### config.mk
export PLATFORM = sky130hd
export DESIGN_NAME = simple_dma
export DESIGN_NICKNAME = d
export VERILOG_FILES = /design/src/rtl/simple_dma_pkg.sv /design/src/rtl/simple_dma_regs.sv /design/src/rtl/simple_dma.sv
export SDC_FILE = /design/constraint.sdc
export NUM_CORES = 1
export LEC_CHECK = 0
export ABC_AREA = 0
export ABC_CLOCK_PERIOD_IN_PS = 8500
export CORE_ASPECT_RATIO = 0.75
export CORE_MARGIN = 5
export CORE_UTILIZATION = 50
export CTS_CLUSTER_SIZE = 25
export DETAILED_ROUTE_END_ITERATION = 12
export DONT_BUFFER_PORTS = 1
export GPL_TIMING_DRIVEN = 0
export MAX_ROUTING_LAYER = met4
export PLACE_DENSITY = 0.62
export SYNTH_ARGS = -nofsm -noshare
export SYNTH_HDL_FRONTEND = slang
export SYNTH_HIERARCHICAL = 1
export SYNTH_SLANG_ARGS = --single-unit
### constraint.sdc
create_clock -name clk_i -period 8.5 [get_ports clk_i]
set_input_delay 2.125 -clock clk_i [delete_from_list [all_inputs] [get_ports clk_i]]
set_output_delay 2.125 -clock clk_i [all_outputs]
set_load 0.02 [all_outputs]
### src/rtl/simple_dma_pkg.sv
// Shared constants, state encoding and helpers for the simple_dma block.
package simple_dma_pkg;

   localparam int unsigned DataWidth = 32;
   localparam int unsigned BeWidth   = 4;
   localparam int unsigned OffWidth  = 3;

   // Word offsets decoded from cfg_addr_i[4:2]
   localparam logic [OffWidth-1:0] OffSrc    = 3'd0;
   localparam logic [OffWidth-1:0] OffDst    = 3'd1;
   localparam logic [OffWidth-1:0] OffLen    = 3'd2;
   localparam logic [OffWidth-1:0] OffCtrl   = 3'd3;
   localparam logic [OffWidth-1:0] OffStatus = 3'd4;

   localparam int unsigned CtrlStartBit = 0;
   localparam int unsigned CtrlIrqEnBit = 1;
   localparam int unsigned StatBusyBit  = 0;
   localparam int unsigned StatDoneBit  = 1;
   localparam int unsigned StatErrBit   = 2;

   typedef enum logic [2:0] {
      S_IDLE,
      S_RD_REQ,
      S_RD_WAIT,
      S_WR_REQ,
      S_WR_WAIT
   } dma_state_e;

   // Byte-lane merge of a write into an existing register value
   function automatic logic [DataWidth-1:0] be_merge(input logic [DataWidth-1:0] old_val,
                                                     input logic [DataWidth-1:0] new_val,
                                                     input logic [BeWidth-1:0]   be);
      logic [DataWidth-1:0] res;
      res = old_val;
      for (int i = 0; i < int'(BeWidth); i++) begin
         if (be[i]) res[8*i +: 8] = new_val[8*i +: 8];
      end
      return res;
   endfunction

endpackage

### src/rtl/simple_dma_regs.sv
// Config register file: address decode, byte-enable writes, W1C status, irq.
module simple_dma_regs
   import simple_dma_pkg::*;
#(
   parameter int unsigned LenWidth     = 16,
   parameter logic        IrqEnDefault = 1'b0
) (
   input  logic                 clk_i,
   input  logic                 rst_i,
   input  logic                 cfg_req_i,
   input  logic                 cfg_we_i,
   input  logic [BeWidth-1:0]   cfg_be_i,
   input  logic [DataWidth-1:0] cfg_addr_i,
   input  logic [DataWidth-1:0] cfg_wdata_i,
   output logic                 cfg_rvalid_o,
   output logic [DataWidth-1:0] cfg_rdata_o,
   output logic                 cfg_err_o,
   input  logic                 busy_i,
   input  logic                 set_done_i,
   input  logic                 set_err_i,
   input  logic                 clr_status_i,
   output logic                 start_c,
   output logic [DataWidth-1:0] src_o,
   output logic [DataWidth-1:0] dst_o,
   output logic [LenWidth-1:0]  len_o,
   output logic                 irq_o
);

   logic [DataWidth-1:0] src_q, src_d, dst_q, dst_d, rdata_d;
   logic [LenWidth-1:0]  len_q, len_d;
   logic                 irq_en_q, irq_en_d, done_q, done_d, err_q, err_d, cerr_d;
   logic [OffWidth-1:0]  off;
   logic                 unused_addr;

   assign off         = cfg_addr_i[4:2];
   assign unused_addr = ^{cfg_addr_i[DataWidth-1:5], cfg_addr_i[1:0]};
   assign src_o       = src_q;
   assign dst_o       = dst_q;
   assign len_o       = len_q;

   // Decode and next-value logic; engine set events win over W1C
   always_comb begin
      src_d    = src_q;
      dst_d    = dst_q;
      len_d    = len_q;
      irq_en_d = irq_en_q;
      done_d   = done_q;
      err_d    = err_q;
      rdata_d  = '0;
      cerr_d   = 1'b0;
      start_c  = 1'b0;
      if (cfg_req_i) begin
         case (off)
            OffSrc: begin
               if (!cfg_we_i)   rdata_d = src_q;
               else if (busy_i) cerr_d  = 1'b1;
               else src_d = be_merge(src_q, cfg_wdata_i, cfg_be_i) & ~DataWidth'(3);
            end
            OffDst: begin
               if (!cfg_we_i)   rdata_d = dst_q;
               else if (busy_i) cerr_d  = 1'b1;
               else dst_d = be_merge(dst_q, cfg_wdata_i, cfg_be_i) & ~DataWidth'(3);
            end
            OffLen: begin
               if (!cfg_we_i)   rdata_d = DataWidth'(len_q);
               else if (busy_i) cerr_d  = 1'b1;
               else len_d = LenWidth'(be_merge(DataWidth'(len_q), cfg_wdata_i, cfg_be_i));
            end
            OffCtrl: begin
               if (!cfg_we_i) begin
                  rdata_d[CtrlIrqEnBit] = irq_en_q;
               end else if (cfg_be_i[0]) begin
                  irq_en_d = cfg_wdata_i[CtrlIrqEnBit];
                  start_c  = cfg_wdata_i[CtrlStartBit];
               end
            end
            OffStatus: begin
               if (!cfg_we_i) begin
                  rdata_d[StatBusyBit] = busy_i;
                  rdata_d[StatDoneBit] = done_q;
                  rdata_d[StatErrBit]  = err_q;
               end else if (cfg_be_i[0]) begin
                  if (cfg_wdata_i[StatDoneBit]) done_d = 1'b0;
                  if (cfg_wdata_i[StatErrBit])  err_d  = 1'b0;
               end
            end
            default: cerr_d = 1'b1;
         endcase
      end
      if (clr_status_i) begin
         done_d = 1'b0;
         err_d  = 1'b0;
      end
      if (set_done_i) done_d = 1'b1;
      if (set_err_i)  err_d  = 1'b1;
   end

   always_ff @(posedge clk_i) begin
      if (rst_i) begin
         src_q        <= '0;
         dst_q        <= '0;
         len_q        <= '0;
         irq_en_q     <= IrqEnDefault;
         done_q       <= 1'b0;
         err_q        <= 1'b0;
         cfg_rvalid_o <= 1'b0;
         cfg_rdata_o  <= '0;
         cfg_err_o    <= 1'b0;
         irq_o        <= 1'b0;
      end else begin
         src_q        <= src_d;
         dst_q        <= dst_d;
         len_q        <= len_d;
         irq_en_q     <= irq_en_d;
         done_q       <= done_d;
         err_q        <= err_d;
         cfg_rvalid_o <= cfg_req_i;
         cfg_rdata_o  <= rdata_d;
         cfg_err_o    <= cerr_d;
         irq_o        <= done_d & irq_en_d;
      end
   end

endmodule

### src/rtl/simple_dma.sv
// Single-channel word copy engine: read one word, write it, repeat LEN times.
module simple_dma
   import simple_dma_pkg::*;
#(
   parameter int unsigned LenWidth     = 16,
   parameter logic        IrqEnDefault = 1'b0
) (
   input  logic                 clk_i,
   input  logic                 rst_i,
   input  logic                 cfg_req_i,
   input  logic                 cfg_we_i,
   input  logic [BeWidth-1:0]   cfg_be_i,
   input  logic [DataWidth-1:0] cfg_addr_i,
   input  logic [DataWidth-1:0] cfg_wdata_i,
   output logic                 cfg_rvalid_o,
   output logic [DataWidth-1:0] cfg_rdata_o,
   output logic                 cfg_err_o,
   output logic                 host_req_o,
   input  logic                 host_gnt_i,
   output logic [DataWidth-1:0] host_addr_o,
   output logic                 host_we_o,
   output logic [BeWidth-1:0]   host_be_o,
   output logic [DataWidth-1:0] host_wdata_o,
   input  logic                 host_rvalid_i,
   input  logic [DataWidth-1:0] host_rdata_i,
   input  logic                 host_err_i,
   output logic                 irq_o
);

   dma_state_e           state_q, state_d;
   logic [DataWidth-1:0] wsrc_q, wsrc_d, wdst_q, wdst_d, buf_q, buf_d;
   logic [LenWidth-1:0]  cnt_q, cnt_d;
   logic                 busy_q, start_c, set_done, set_err, clr_status;
   logic [DataWidth-1:0] reg_src, reg_dst;
   logic [LenWidth-1:0]  reg_len;

   simple_dma_regs #(
      .LenWidth     (LenWidth),
      .IrqEnDefault (IrqEnDefault)
   ) u_regs (
      .clk_i        (clk_i),
      .rst_i        (rst_i),
      .cfg_req_i    (cfg_req_i),
      .cfg_we_i     (cfg_we_i),
      .cfg_be_i     (cfg_be_i),
      .cfg_addr_i   (cfg_addr_i),
      .cfg_wdata_i  (cfg_wdata_i),
      .cfg_rvalid_o (cfg_rvalid_o),
      .cfg_rdata_o  (cfg_rdata_o),
      .cfg_err_o    (cfg_err_o),
      .busy_i       (busy_q),
      .set_done_i   (set_done),
      .set_err_i    (set_err),
      .clr_status_i (clr_status),
      .start_c      (start_c),
      .src_o        (reg_src),
      .dst_o        (reg_dst),
      .len_o        (reg_len),
      .irq_o        (irq_o)
   );

   // Engine next-state; one bus transaction in flight at most
   always_comb begin
      state_d    = state_q;
      wsrc_d     = wsrc_q;
      wdst_d     = wdst_q;
      cnt_d      = cnt_q;
      buf_d      = buf_q;
      set_done   = 1'b0;
      set_err    = 1'b0;
      clr_status = 1'b0;
      case (state_q)
         S_IDLE: begin
            if (start_c) begin
               if (reg_len == '0) begin
                  set_done = 1'b1;
               end else begin
                  wsrc_d     = reg_src;
                  wdst_d     = reg_dst;
                  cnt_d      = reg_len;
                  clr_status = 1'b1;
                  state_d    = S_RD_REQ;
               end
            end
         end
         S_RD_REQ: if (host_gnt_i) state_d = S_RD_WAIT;
         S_RD_WAIT: begin
            if (host_rvalid_i) begin
               if (host_err_i) begin
                  set_err  = 1'b1;
                  set_done = 1'b1;
                  state_d  = S_IDLE;
               end else begin
                  buf_d   = host_rdata_i;
                  state_d = S_WR_REQ;
               end
            end
         end
         S_WR_REQ: if (host_gnt_i) state_d = S_WR_WAIT;
         S_WR_WAIT: begin
            if (host_rvalid_i) begin
               if (host_err_i) begin
                  set_err  = 1'b1;
                  set_done = 1'b1;
                  state_d  = S_IDLE;
               end else begin
                  wsrc_d = wsrc_q + DataWidth'(4);
                  wdst_d = wdst_q + DataWidth'(4);
                  cnt_d  = cnt_q - LenWidth'(1);
                  if (cnt_q == LenWidth'(1)) begin
                     set_done = 1'b1;
                     state_d  = S_IDLE;
                  end else begin
                     state_d = S_RD_REQ;
                  end
               end
            end
         end
         default: state_d = S_IDLE;
      endcase
   end

   // Host outputs are registered from the next state so they align with it
   always_ff @(posedge clk_i) begin
      if (rst_i) begin
         state_q      <= S_IDLE;
         wsrc_q       <= '0;
         wdst_q       <= '0;
         cnt_q        <= '0;
         buf_q        <= '0;
         busy_q       <= 1'b0;
         host_req_o   <= 1'b0;
         host_we_o    <= 1'b0;
         host_be_o    <= '0;
         host_addr_o  <= '0;
         host_wdata_o <= '0;
      end else begin
         state_q      <= state_d;
         wsrc_q       <= wsrc_d;
         wdst_q       <= wdst_d;
         cnt_q        <= cnt_d;
         buf_q        <= buf_d;
         busy_q       <= (state_d != S_IDLE);
         host_req_o   <= (state_d == S_RD_REQ) || (state_d == S_WR_REQ);
         host_we_o    <= (state_d == S_WR_REQ);
         host_be_o    <= ((state_d == S_RD_REQ) || (state_d == S_WR_REQ)) ? 4'hF : 4'h0;
         host_addr_o  <= (state_d == S_RD_REQ) ? wsrc_d :
                         (state_d == S_WR_REQ) ? wdst_d : '0;
         host_wdata_o <= (state_d == S_WR_REQ) ? buf_d : '0;
      end
   end

endmodule

==> run metrics <==
outcome=complete, no violations; final setup violation count=0; Leak=5.468 nW; yosys warns=6; post-CTS setup buffers=0; cell row count=51; overall power=2.737 mW; Setup WS pre-CTS=2376 ps; gpl congestion=1.003; share of cells above drive strength 1=8.794%; Remaining DRCs=0; Least-Margin Pin Slew=1244 ps; part of the Yosys area used for sequential elements=44.92%; count of different cell masters after synthesis=96; Global Route Usage Sum=30.92%; starting DRC count in detailed routing=1544; final setup margin=2776 ps; CTS tree=done; Starting Density=50.80%; Post-synth ARST share=0%; Clock Tree Root=clkbuf_16; area of placed instances=13630 um^2; PortBufs=0; Slew HR=16.38%; Tmin final=5724 ps; vias in the first global route=between 10000 and 15000; Routed WL per cell=roughly 25 um; Synth-to-Final Area Change=10.19%; Congestion Overflow GR=0; Mapped Avg Cell Area=9.130 um^2; Crit path arrival time=6170 ps; CP Max Fanout=10; full die area=29770 um^2; DRT antenna net count=0; Hold Slack=460.7 ps; First-pass DRT Iterations=6; Max Slew Vio Count=0; Setup crit end kind=register; first-pass GRT wire length=68300 um; commonest register cell after synthesis=dfxtp_1; Finished Cell Area=roughly 15000 um^2; CTS resizes=0; Post-Syn Area=13190 um^2; worst hold-check path type=reg -> reg; clock sink count=296; period utilisation layout=67.34%; data required time at the worst endpoint=8950 ps; clock slew at reported path FFs=70 ps; htree depth=1; RSZ-0062 raised after global routing=no; Core ar.=25970 um^2; most frequent cells in the layout=dfxtp_1 (296), nor2_1 (142), mux2i_1 (113); Worst-Skew Late Latency=570 ps; Post-synth EDFFs=0; DRT Wirelength=between 40000 and 50000 um; Nets=about 1600; CP startpoint kind=primary input; Die Span X=197.6 um; setup TNS=0 ps; I/O pin count=212; FF+latch count, synth=296; vias per cell=6.360; pin count of the biggest net entering global routing=15; Max Freq=174.7 MHz; hold buffers post-CTS=0; Die Y=150.7 um; most common cell after layout, fill and taps aside=dfxtp_1; initial antenna violation count=0; Syn Inst Count=1445; number of diodes=0; CTS Buf Count=29; Crit Path Category=in -> reg; Clock Path Buffers=3; DP HPWL=34370 um; clock skew=~18 ps; maximum vdd ir drop=0.1763 mV; Hold Fails Final Rpt=0; Pwr Density=188.3 nW/um^2; DR vias=11734; Max Cap Viol=0
==> sequential cells by signal, summed over array words and instances (netlist names) <==
| signal | flops |
|---|---|
| host_addr_o | 32 |
| host_be_o | 1 |
| host_wdata_o | 32 |
| wdst_q | 32 |
| u_regs/cfg_rvalid_o | 1 |
| cnt_q | 16 |
| busy_q | 1 |
| u_regs/src_o | 30 |
| u_regs/err_q | 1 |
| u_regs/irq_en_q | 1 |
| buf_q | 32 |
| u_regs/cfg_err_o | 1 |
| u_regs/irq_o | 1 |
| u_regs/cfg_rdata_o | 32 |
| state_q | 3 |
| host_we_o | 1 |
| u_regs/dst_o | 30 |
| u_regs/len_o | 16 |
| u_regs/done_q | 1 |
| wsrc_q | 32 |
==> kinds of logic (layout without fill, tap and decap cells) <==
kind of cell             count (synthesis)  in the layout  synth area share, %
adder cells (fa/ha/maj)                  4              4               0.3794
buffers and inverters                  133            186                4.695
AND/OR/NAND/NOR                        573            573                23.07
AO/OA/AOI/OAI                          317            317                17.72
flip-flops                             296            296                44.92
other                                    1              4              0.02842
XOR/XNOR                                 3              3               0.1992
multiplexers                           118            118                9.000
==> metrics by stage <==
stage	cells	util, %
floorplan	1448	-
global placement	1792	52.50
detailed placement	1792	52.50
CTS	1845	55.97
global route	1845	55.97
finish	1845	55.97
==> power breakdown <==
part           total (mW)  internal, mW  switching, mW
logic              0.0904        0.0278         0.0625
clock network        1.25         0.685          0.566
registers            1.40          1.39        0.00524
total                2.74          2.10          0.634
==> synth_stat cells (7+ instances only) <==
cell	number	area (um^2)
and3_1	33	206.5
o32ai_1	10	87.58
nor2_1	142	533.0
inv_1	13	48.80
nand4b_1	7	61.31
nand2b_1	89	556.8
o221ai_1	7	61.31
nand2_1	75	281.5
buf_4	14	105.1
o21ai_0	44	220.2
a2bb2oi_1	14	122.6
a2111oi_2	7	105.1
o21ai_1	8	40.04
a31oi_1	15	93.84
mux2i_1	113	1131
dfxtp_1	296	5926
nand4_1	20	125.1
a22oi_1	18	135.1
buf_1	9	33.78
o22a_1	8	70.07
nor4_1	16	100.1
nand3_1	58	290.3
o2bb2ai_1	9	78.83
and4_1	11	96.34
a211oi_1	11	82.58
clkbuf_1	72	270.3
nor3_1	63	315.3
a22o_1	10	87.58
a21oi_1	75	375.4
buf_2	18	90.09
==> per-layer routing <==
| metal | global-route usage (%) | part of all wire, % |
|---|---|---|
| met1 | 43.60 | 44 |
| met4 | 9.670 | 3.7 |
| met5 | - | 0 |
| met2 | 44.70 | 43 |
| met3 | 6.421 | 9.7 |
==> final timing paths <==
kind,from,end,slack [ps],cells after the start
worst max-delay path,cfg_addr_i[4],host_addr_o[20],2780,10
worst min-delay path,wdst_q[1],wdst_q[1],460,2
worst max register to register,state_q[1],host_addr_o[20],4920,10
worst min register to register,wdst_q[1],wdst_q[1],460,2
==> worst max-delay path: stages <==
cell and delay [ps]:
clkbuf_1 240, clkbuf_1 300, nor4b_1 880, o41a_1 640, nand2_2 190, buf_6 220
a21boi_1 630, buf_2 510, nand3_1 130, a21oi_1 300
==> layout make-up <==
cell class / count / area [um^2]
Multi-Input combinational cell: 1019 / 6659
Buffer: 119 / 566.8
Inverter: 14 / 52.55
Sequential cell: 296 / 5926
Tap cell: 344 / 430.4
Clock inverter: 15 / 112.6
Clock buffer: 38 / 789.5
Fill cell: 2422 / 11430
No activity file was read; power rests on OpenSTA's default activity.
